### config.mk
export PLATFORM = sky130hd
export DESIGN_NAME = beep_sequencer
export DESIGN_NICKNAME = d
export VERILOG_FILES = /design/src/rtl/beep_sequencer_pkg.sv /design/src/rtl/beep_tone.sv /design/src/rtl/beep_sequencer.sv
export SDC_FILE = /design/constraint.sdc
export NUM_CORES = 1
export LEC_CHECK = 0
export ABC_AREA = 1
export CAP_MARGIN = 20
export CORE_MARGIN = 5
export CORE_UTILIZATION = 60
export DETAILED_ROUTE_END_ITERATION = 10
export GPL_TIMING_DRIVEN = 0
export PLACE_DENSITY_LB_ADDON = 0.15
export REMOVE_ABC_BUFFERS = 1
export SLEW_MARGIN = 10
export SYNTH_ARGS = -nofsm -noshare
export SYNTH_HDL_FRONTEND = slang
export SYNTH_HIERARCHICAL = 1
export SYNTH_SLANG_ARGS = --single-unit
### constraint.sdc
create_clock -name clk -period 5 [get_ports clk]
set_input_delay 0.75 -clock clk [delete_from_list [all_inputs] [get_ports clk]]
set_output_delay 0.75 -clock clk [all_outputs]
set_load 0.03 [all_outputs]
### src/rtl/beep_sequencer_pkg.sv
// Shared types and default timing for the buzzer sequencer.
// Defaults give a ~625 Hz tone with 0.25 s beeps and gaps at 50 MHz.
package beep_sequencer_pkg;

    typedef enum logic [1:0] {
        ST_IDLE = 2'd0,
        ST_ON   = 2'd1,
        ST_OFF  = 2'd2
    } state_t;

    localparam int unsigned DEF_MAX_CODE  = 9;
    localparam int unsigned DEF_TONE_HALF = 40001;
    localparam int unsigned DEF_ON_CYC    = 12500000;
    localparam int unsigned DEF_OFF_CYC   = 12500000;

    localparam int unsigned CODE_W  = 8;
    localparam int unsigned CUR_W   = 4;
    localparam int unsigned TIMER_W = 24;
    localparam int unsigned TONE_W  = 16;

    // True for codes that produce at least one beep.
    function automatic logic code_playable(input logic [CODE_W-1:0] code,
                                           input int unsigned       max_code);
        return (code != '0) && (32'(code) <= max_code);
    endfunction

endpackage

### src/rtl/beep_tone.sv
// Square-wave tone generator; silent and re-phased whenever en is low.
module beep_tone
    import beep_sequencer_pkg::*;
#(
    parameter int unsigned TONE_HALF = DEF_TONE_HALF
) (
    input  logic clk,
    input  logic rst_n,
    input  logic en,
    output logic beep_pin
);

    localparam logic [TONE_W-1:0] HALF_LAST = TONE_W'(TONE_HALF - 1);

    logic [TONE_W-1:0] half_cnt;
    logic              tone_q;

    always_ff @(posedge clk or negedge rst_n) begin
        if (!rst_n) begin
            half_cnt <= '0;
            tone_q   <= 1'b0;
        end else if (!en) begin
            half_cnt <= '0;
            tone_q   <= 1'b0;
        end else if (half_cnt == HALF_LAST) begin
            half_cnt <= '0;
            tone_q   <= ~tone_q;
        end else begin
            half_cnt <= half_cnt + TONE_W'(1);
        end
    end

    // Gate with en so the pin is low on the very first silent cycle,
    // even if the last tone cycle landed on a toggle.
    assign beep_pin = tone_q & en;

endmodule

### src/rtl/beep_sequencer.sv
// Plays result code N as N short beeps; one code may wait behind the one playing.
module beep_sequencer
    import beep_sequencer_pkg::*;
#(
    parameter int unsigned TONE_HALF = DEF_TONE_HALF,
    parameter int unsigned ON_CYC    = DEF_ON_CYC,
    parameter int unsigned OFF_CYC   = DEF_OFF_CYC,
    parameter int unsigned MAX_CODE  = DEF_MAX_CODE
) (
    input  logic              clk,
    input  logic              rst_n,
    input  logic              req_valid,
    input  logic [CODE_W-1:0] req_code,
    output logic              req_ready,
    output logic              beep_pin,
    output logic              busy,
    output logic [CUR_W-1:0]  cur_code,
    output logic              drop_pulse
);

    localparam logic [TIMER_W-1:0] ON_LAST  = TIMER_W'(ON_CYC - 1);
    localparam logic [TIMER_W-1:0] OFF_LAST = TIMER_W'(OFF_CYC - 1);

    state_t             state;
    logic [TIMER_W-1:0] timer;
    logic [CUR_W-1:0]   remaining;
    logic               pend_valid;
    logic [CUR_W-1:0]   pend_code;

    logic             code_ok;
    logic             take;
    logic             bypass;
    logic             store_pend;
    logic [CUR_W-1:0] code4;

    assign req_ready  = !pend_valid;
    assign code_ok    = code_playable(req_code, MAX_CODE);
    assign take       = req_valid && req_ready && code_ok;
    assign code4      = CUR_W'(req_code);
    // A code arriving on the final silent cycle of an exhausted pattern starts directly.
    assign bypass     = (state == ST_OFF) && (timer == OFF_LAST) && (remaining == '0);
    assign store_pend = (state != ST_IDLE) && !bypass;

    always_ff @(posedge clk or negedge rst_n) begin
        if (!rst_n) begin
            state      <= ST_IDLE;
            timer      <= '0;
            remaining  <= '0;
            pend_valid <= 1'b0;
            pend_code  <= '0;
            busy       <= 1'b0;
            cur_code   <= '0;
            drop_pulse <= 1'b0;
        end else begin
            drop_pulse <= req_valid && !req_ready && code_ok;

            if (take && store_pend) begin
                pend_valid <= 1'b1;
                pend_code  <= code4;
            end

            case (state)
                ST_IDLE: begin
                    if (take) begin
                        state     <= ST_ON;
                        timer     <= '0;
                        remaining <= code4;
                        cur_code  <= code4;
                        busy      <= 1'b1;
                    end
                end
                ST_ON: begin
                    if (timer == ON_LAST) begin
                        state     <= ST_OFF;
                        timer     <= '0;
                        remaining <= remaining - CUR_W'(1);
                    end else begin
                        timer <= timer + TIMER_W'(1);
                    end
                end
                ST_OFF: begin
                    if (timer != OFF_LAST) begin
                        timer <= timer + TIMER_W'(1);
                    end else begin
                        timer <= '0;
                        if (remaining != '0) begin
                            state <= ST_ON;
                        end else if (pend_valid) begin
                            state      <= ST_ON;
                            remaining  <= pend_code;
                            cur_code   <= pend_code;
                            pend_valid <= 1'b0;
                        end else if (take) begin
                            state     <= ST_ON;
                            remaining <= code4;
                            cur_code  <= code4;
                        end else begin
                            state    <= ST_IDLE;
                            cur_code <= '0;
                            busy     <= 1'b0;
                        end
                    end
                end
                default: begin
                    state    <= ST_IDLE;
                    timer    <= '0;
                    cur_code <= '0;
                    busy     <= 1'b0;
                end
            endcase
        end
    end

    beep_tone #(
        .TONE_HALF(TONE_HALF)
    ) u_tone (
        .clk     (clk),
        .rst_n   (rst_n),
        .en      (state == ST_ON),
        .beep_pin(beep_pin)
    );

endmodule
# After elaboration in Yosys (flattened, before gate mapping)
# Cells that the tools add are included.
[word_totals]
inputBits = 11
out_inout_bits = 8
regBits = 58
elab_cells = 88
[op_classes]
muxes = 38
n_eq_ne = 12
bitwise = 3
add_sub_neg = 3
magnitude_cmp = 1
n_reduce_logical = 21
[ops]
columns = ["cell", "count"]
rows = [
  ["$mux W24", 3],
  ["$pmux W24 S3", 1],
  ["$mux W4", 10],
  ["$mux W16", 2],
  ["$add A24 B1 Y24 const B", 1],
  ["$eq A24 B24 Y1 const B", 1],
  ["$ne A24 B24 Y1 const B", 1],
  ["$pmux W4 S3", 2],
  ["$add A16 B1 Y16 const B", 1],
  ["$eq A16 B16 Y1 const B", 1],
  ["$mux W1", 15],
  ["$ne A2 B2 Y1 const B", 7],
  ["$logic_and A1 B1 Y1", 9],
  ["$le A8 B4 Y1 const B", 1],
  ["$reduce_and A4 Y1", 2],
  ["$reduce_bool A8 Y1", 1],
  ["$mux W2", 3],
  ["$pmux W2 S3", 1],
  ["$reduce_and A6 Y1", 1],
  ["$logic_not A4 Y1", 1],
  ["$reduce_bool A4 Y1", 1],
  ["$sub A4 B1 Y4 const B", 1],
  ["$pmux W1 S3", 1],
  ["$reduce_and A3 Y1", 1],
  ["8 further kinds", 10],
]

# Depth between registers and ports, before layout
[logic_depth]
word_depth = 11
mapped_depth = 12
ltp_nobuf = 12

# Modules after synthesis
# The synthesis kept the hierarchy.
[modules_own_cells]
columns = ["module", "instances", "seq_area_each_um2", "area_each_um2", "cells_per_inst"]
rows = [
  ["beep_sequencer", 1, 1026.0, 2767.7, 420],
  ["beep_tone", 1, 425.4, 1011.0, 133],
]

# Least setup slack after synthesis
# Ideal clock, no wire load.
[synth_timing]
path_type = "input-to-reg"
start = "input req_code[5]"
end = "register cur_code[0]"
cell_stages = 9
setup_slack_ps = 3115
arrival_time_ps = 1768
n_path_buf = 0
t_required_ps = 4882
setup_ps = 118
path_cell_list = "or2_1 nor2_2 nand3_4 nand2_4 nand2_1 inv_2 nand2_1 nand2_1 nand2_1"
[synth_between]
elab_chain_len = 8
word_cells_on_any_way = 11
cone_classes = "order compare (1); eq/ne (1); mux (5); reduce/logical (4)"
[synth_rtl]
columns = ["item", "line", "rtl"]
rows = [
  ["start, declared", "beep_sequencer.sv:13", "input logic [CODE_W-1:0] req_code,"],
  ["$le A8 B4 Y1 or $reduce_bool A8 Y1 (tied branches)", "beep_sequencer_pkg.sv:24", "return (code != '0) && (32'(code) <= max_code);"],
  ["$logic_and A1 B1 Y1 *", "beep_sequencer_pkg.sv:24", ""],
  ["$logic_and A1 B1 Y1 *", "beep_sequencer.sv:38", "assign take = req_valid && req_ready && code_ok;"],
  ["$mux W4", "beep_sequencer.sv:93", "end else if (take) begin"],
  ["$mux W4", "beep_sequencer.sv:88", "end else if (pend_valid) begin"],
  ["$mux W4", "beep_sequencer.sv:86", "if (remaining != '0) begin"],
  ["$mux W4", "beep_sequencer.sv:82", "if (timer != OFF_LAST) begin"],
  ["$pmux W4 S3", "beep_sequencer.sv:62", "case (state)"],
  ["end signal, assigned", "beep_sequencer.sv:68", "cur_code <= code4;"],
  ["end signal, assigned", "beep_sequencer.sv:91", "cur_code <= pend_code;"],
  ["end signal, assigned", "beep_sequencer.sv:96", "cur_code <= code4;"],
  ["end, declared", "beep_sequencer.sv:17", "output logic [CUR_W-1:0] cur_code,"],
]
# Mark *: on every way between the ends. The rest lies on a longest branch, timed or not. The select of a mux whose other input is x is not followed.
# A chain may end at the register's enable or synchronous reset.

# Worst setup path after layout
[layout_timing]
start = "register state[1]"
end = "output beep_pin"
[layout_between]
elab_chain_len = 2
[layout_rtl]
columns = ["item", "line", "rtl"]
rows = [
  ["start, declared", "beep_sequencer.sv:24", "state_t state;"],
  ["start signal, assigned", "beep_sequencer.sv:46", "state <= ST_IDLE;"],
  ["start signal, assigned", "beep_sequencer.sv:65", "state <= ST_ON;"],
  ["start signal, assigned", "beep_sequencer.sv:74", "state <= ST_OFF;"],
  ["$eq A2 B1 Y1", "beep_sequencer.sv:119", ".en (state == ST_ON),"],
  ["$and A1 B1 Y1", "beep_tone.sv:35", "assign beep_pin = tone_q & en;"],
  ["end, declared", "beep_sequencer.sv:15", "output logic beep_pin,"],
]
# No other way between the ends.

==> impl_metrics.sql <==
INSERT INTO impl_metrics (metric_group, metric, value, unit) VALUES
('global_routing', 'grt.overflow.total', '0', ''),
('timing', 'worstMarginPinSlew', '0.733', 'ns'),
('timing', 'grt_setup_unrepaired', 'no', ''),
('global_routing', 'gr-usage-all-layers', '0.229', ''),
('timing', 'final_max_slew_viols', '0', ''),
('timing', 'total_negative_slack', '0', 'ns'),
('timing', 'post-route-min-period', '2.79', 'ns'),
('clock_tree', 'clk_pin_slew', '0.08', 'ns'),
('clock_tree', 'clk_lat_worst_skew', '0.35', 'ns'),
('timing', 'max-slew-margin-rel', '0.511', ''),
('finish', 'layout.core_utilization', '0.679', ''),
('timing', 'fin_crit_sh', '0.558', ''),
('setup_path', 'timing.critical_path.to_type', 'output port', ''),
('floorplan', 'core_area', '6240', 'um2'),
('clock_tree', 'cts-resized-gates', '0', ''),
('global_routing', 'grt_antenna_before_repair', '0', ''),
('clock_tree', 'clkSinkCount', '58', ''),
('finish', 'mostFrequentLayoutCells', 'sky130_fd_sc_hd__nand2_1, sky130_fd_sc_hd__nor2_1, sky130_fd_sc_hd__inv_1', ''),
('floorplan', 'initial_utilization', '0.605', ''),
('finish', 'num-fill-cells', '544', ''),
('finish', 'num_antenna_cells', '0', ''),
('run', 'max_cap_viol_count', '0', ''),
('floorplan', 'fp.dieH', '89.4', 'um'),
('route', 'ant_nets', '0', ''),
('logic_synthesis', 'synth-async-reset-ratio', '1.00', ''),
('route', 'post_drt_via_cell_ratio', '5.24', ''),
('setup_path', 'worst_ep_required_time', '4.25', 'ns'),
('clock_tree', 'cts_hold_repair.buffers', '0', ''),
('global_routing', 'via_count_of_the_first_global_routing_pass', '3303', ''),
('timing', 'finalHoldViolCount', '0', ''),
('power_and_ir_drop', 'clkPwrFrac', '0.285', ''),
('logic_synthesis', 'synth.ff_latch_count', '58', ''),
('logic_synthesis', 'synth.avg_cell_area', '6.83', 'um2'),
('global_routing', 'grt_start_max_net_pins', '59', ''),
('timing', 'setup_violations', '0', ''),
('finish', 'drive_gt1_frac', '0.0862', ''),
('route', 'drt_iter0_markers', '207', ''),
('floorplan', 'design.die.area', '7990', 'um2'),
('logic_synthesis', 'yosysWarningCount', '6', ''),
('place', 'io_buffers', '18', ''),
('power_and_ir_drop', 'ir_drop', '302', 'uV'),
('power_and_ir_drop', 'sequentialPowerShare', '0.324', ''),
('finish', 'fin_nets', '595', ''),
('floorplan', 'die_width', '89.4', 'um'),
('route', 'dr_total_vias', '3443', ''),
('clock_tree', 'numCtsBuffers', '9', ''),
('setup_path', 'critical_path.startpoint_type', 'flop', ''),
('run_status', 'status', 'finished, final reports clean', ''),
('power_and_ir_drop', 'total_switching_power', '752', 'uW'),
('clock_tree', 'cts_max_path_buffers', '2', ''),
('power_and_ir_drop', 'leakage', '2.12', 'nW'),
('route', 'routed_wl', '8.24', 'mm'),
('power_and_ir_drop', 'power.share.combinational', '0.390', ''),
('hold_path', 'hold_class', 'primary input to async pin', ''),
('global_routing', 'grt_met3_use', '0.0488', ''),
('power_and_ir_drop', 'p_int', '1.08', 'mW'),
('route', 'first_pass_iters', '4', ''),
('finish', 'mostFrequentLayoutCell', 'sky130_fd_sc_hd__nand2_1', ''),
('floorplan', 'ioPinCount', '19', ''),
('power_and_ir_drop', 'swShare', '0.410', ''),
('clock_tree', 'cts-htree-levels', '3', ''),
('global_routing', 'grt_first_pass_wirelength', '14.3', 'mm'),
('timing', 'clock-skew-final', '0.0128', 'ns'),
('clock_tree', 'clock_tree_from_tritoncts', 'yes', ''),
('logic_synthesis', 'synth_enable_flop_cells', '0', ''),
('clock_tree', 'post-cts-setup-buffers', '0', ''),
('place', 'gp_congestion', '0.907', ''),
('logic_synthesis', 'ys.flop_type', 'sky130_fd_sc_hd__dfrtp_1', ''),
('global_routing', 'grt.met1_usage', '0.294', ''),
('route', 'remaining_drc_errors', '0', ''),
('global_routing', 'use_met2', '0.372', '');
registers in the layout, indices dropped and copies added (netlist names):
register,flops
timer,24
remaining,4
pend_valid,1
drop_pulse,1
u_tone/half_cnt,16
state,2
busy,1
pend_code,4
cur_code,4
u_tone/tone_q,1
metal layers:
metal,vias to the layer above,wire length (um)
met5,-,0
met3,14,424
met1,1564,3860
li1,1792,-
met4,0,144
met2,73,3810
synth_stat cells (2+ instances only):
| master | number | share of area |
|---|---|---|
| sky130_fd_sc_hd__o21ai_0 | 11 | 0.015 |
| sky130_fd_sc_hd__nor2_2 | 6 | 0.0099 |
| sky130_fd_sc_hd__o21ai_1 | 3 | 0.0040 |
| sky130_fd_sc_hd__xnor2_1 | 2 | 0.0046 |
| sky130_fd_sc_hd__inv_2 | 8 | 0.0079 |
| sky130_fd_sc_hd__o211ai_1 | 2 | 0.0040 |
| sky130_fd_sc_hd__nand4_1 | 14 | 0.023 |
| sky130_fd_sc_hd__nor3_2 | 2 | 0.0053 |
| sky130_fd_sc_hd__buf_4 | 3 | 0.0060 |
| sky130_fd_sc_hd__dfrtp_1 | 58 | 0.38 |
| sky130_fd_sc_hd__nor3_1 | 8 | 0.011 |
| sky130_fd_sc_hd__nand3_2 | 2 | 0.0053 |
| sky130_fd_sc_hd__nand2_2 | 7 | 0.012 |
| sky130_fd_sc_hd__nand2_1 | 171 | 0.17 |
| sky130_fd_sc_hd__ha_1 | 9 | 0.030 |
| sky130_fd_sc_hd__inv_1 | 67 | 0.067 |
| sky130_fd_sc_hd__nor2_1 | 84 | 0.083 |
| sky130_fd_sc_hd__a31oi_1 | 2 | 0.0033 |
| sky130_fd_sc_hd__nand2_4 | 2 | 0.0060 |
| sky130_fd_sc_hd__a21oi_1 | 17 | 0.023 |
| sky130_fd_sc_hd__nand3_4 | 2 | 0.0093 |
| sky130_fd_sc_hd__xor2_1 | 4 | 0.0093 |
| sky130_fd_sc_hd__nand3_1 | 55 | 0.073 |
| sky130_fd_sc_hd__o21bai_1 | 3 | 0.0060 |
stage by stage:
stage	power [mW]	instances	worst slack (ns)	hold slack, ns
after global routing	1.98	657	2.11	0.506
after detailed placement	1.32	641	2.21	0.463
after CTS	1.85	657	2.18	0.475
final	1.84	657	2.21	0.439
after floorplan	1.11	546	2.95	0.442
after global placement	1.30	641	1.32	0.458
final timing paths:
check	from	endpoint	slack, ns	depth (start not counted)
max in group asynchronous	rst_n	drop_pulse	4.05	1
max reg2reg	state[0]	remaining[3]	2.90	8
min in group clk	remaining[1]	remaining[1]	0.48	2
min reg2reg	remaining[1]	remaining[1]	0.48	2
max	state[1]	beep_pin	2.21	5
min	rst_n	u_tone/half_cnt[13]	0.44	1
critical path, cell delays in order, from the launching register on:
cell	delay (ns)
sky130_fd_sc_hd__dfrtp_1	0.41
sky130_fd_sc_hd__inv_1	0.09
sky130_fd_sc_hd__ha_1	0.34
sky130_fd_sc_hd__nand2_1	0.09
sky130_fd_sc_hd__inv_1	0.10
sky130_fd_sc_hd__clkdlybuf4s50_1	0.67
power groups by stage:
stage / logic, mW / clock network [mW] / registers [mW]
finish: 0.717 / 0.524 / 0.595
global route: 0.819 / 0.554 / 0.606
CTS: 0.720 / 0.535 / 0.595
detailed placement: 0.717 / 0 / 0.603
global placement: 0.700 / 0 / 0.600
floorplan: 0.493 / 0 / 0.620
final cells by class:
cell class	count	area, um2	share of cell area
Clock buffer	10	128	0.0301
Clock inverter	6	105	0.0248
Inverter	75	282	0.0664
Multi-Input combinational cell	413	2000	0.472
Sequential cell	58	1450	0.342
Tap cell	77	96.3	0.0227
Timing Repair Buffer	18	178	0.0419
logic make-up after synthesis:
group,synth area share
xor+xnor,0.0139
compound gates,0.0629
buf+inv,0.0868
fa+ha+maj,0.0298
simple gates,0.423
flops,0.384
Note: power is estimated with default switching activity, not from simulation.
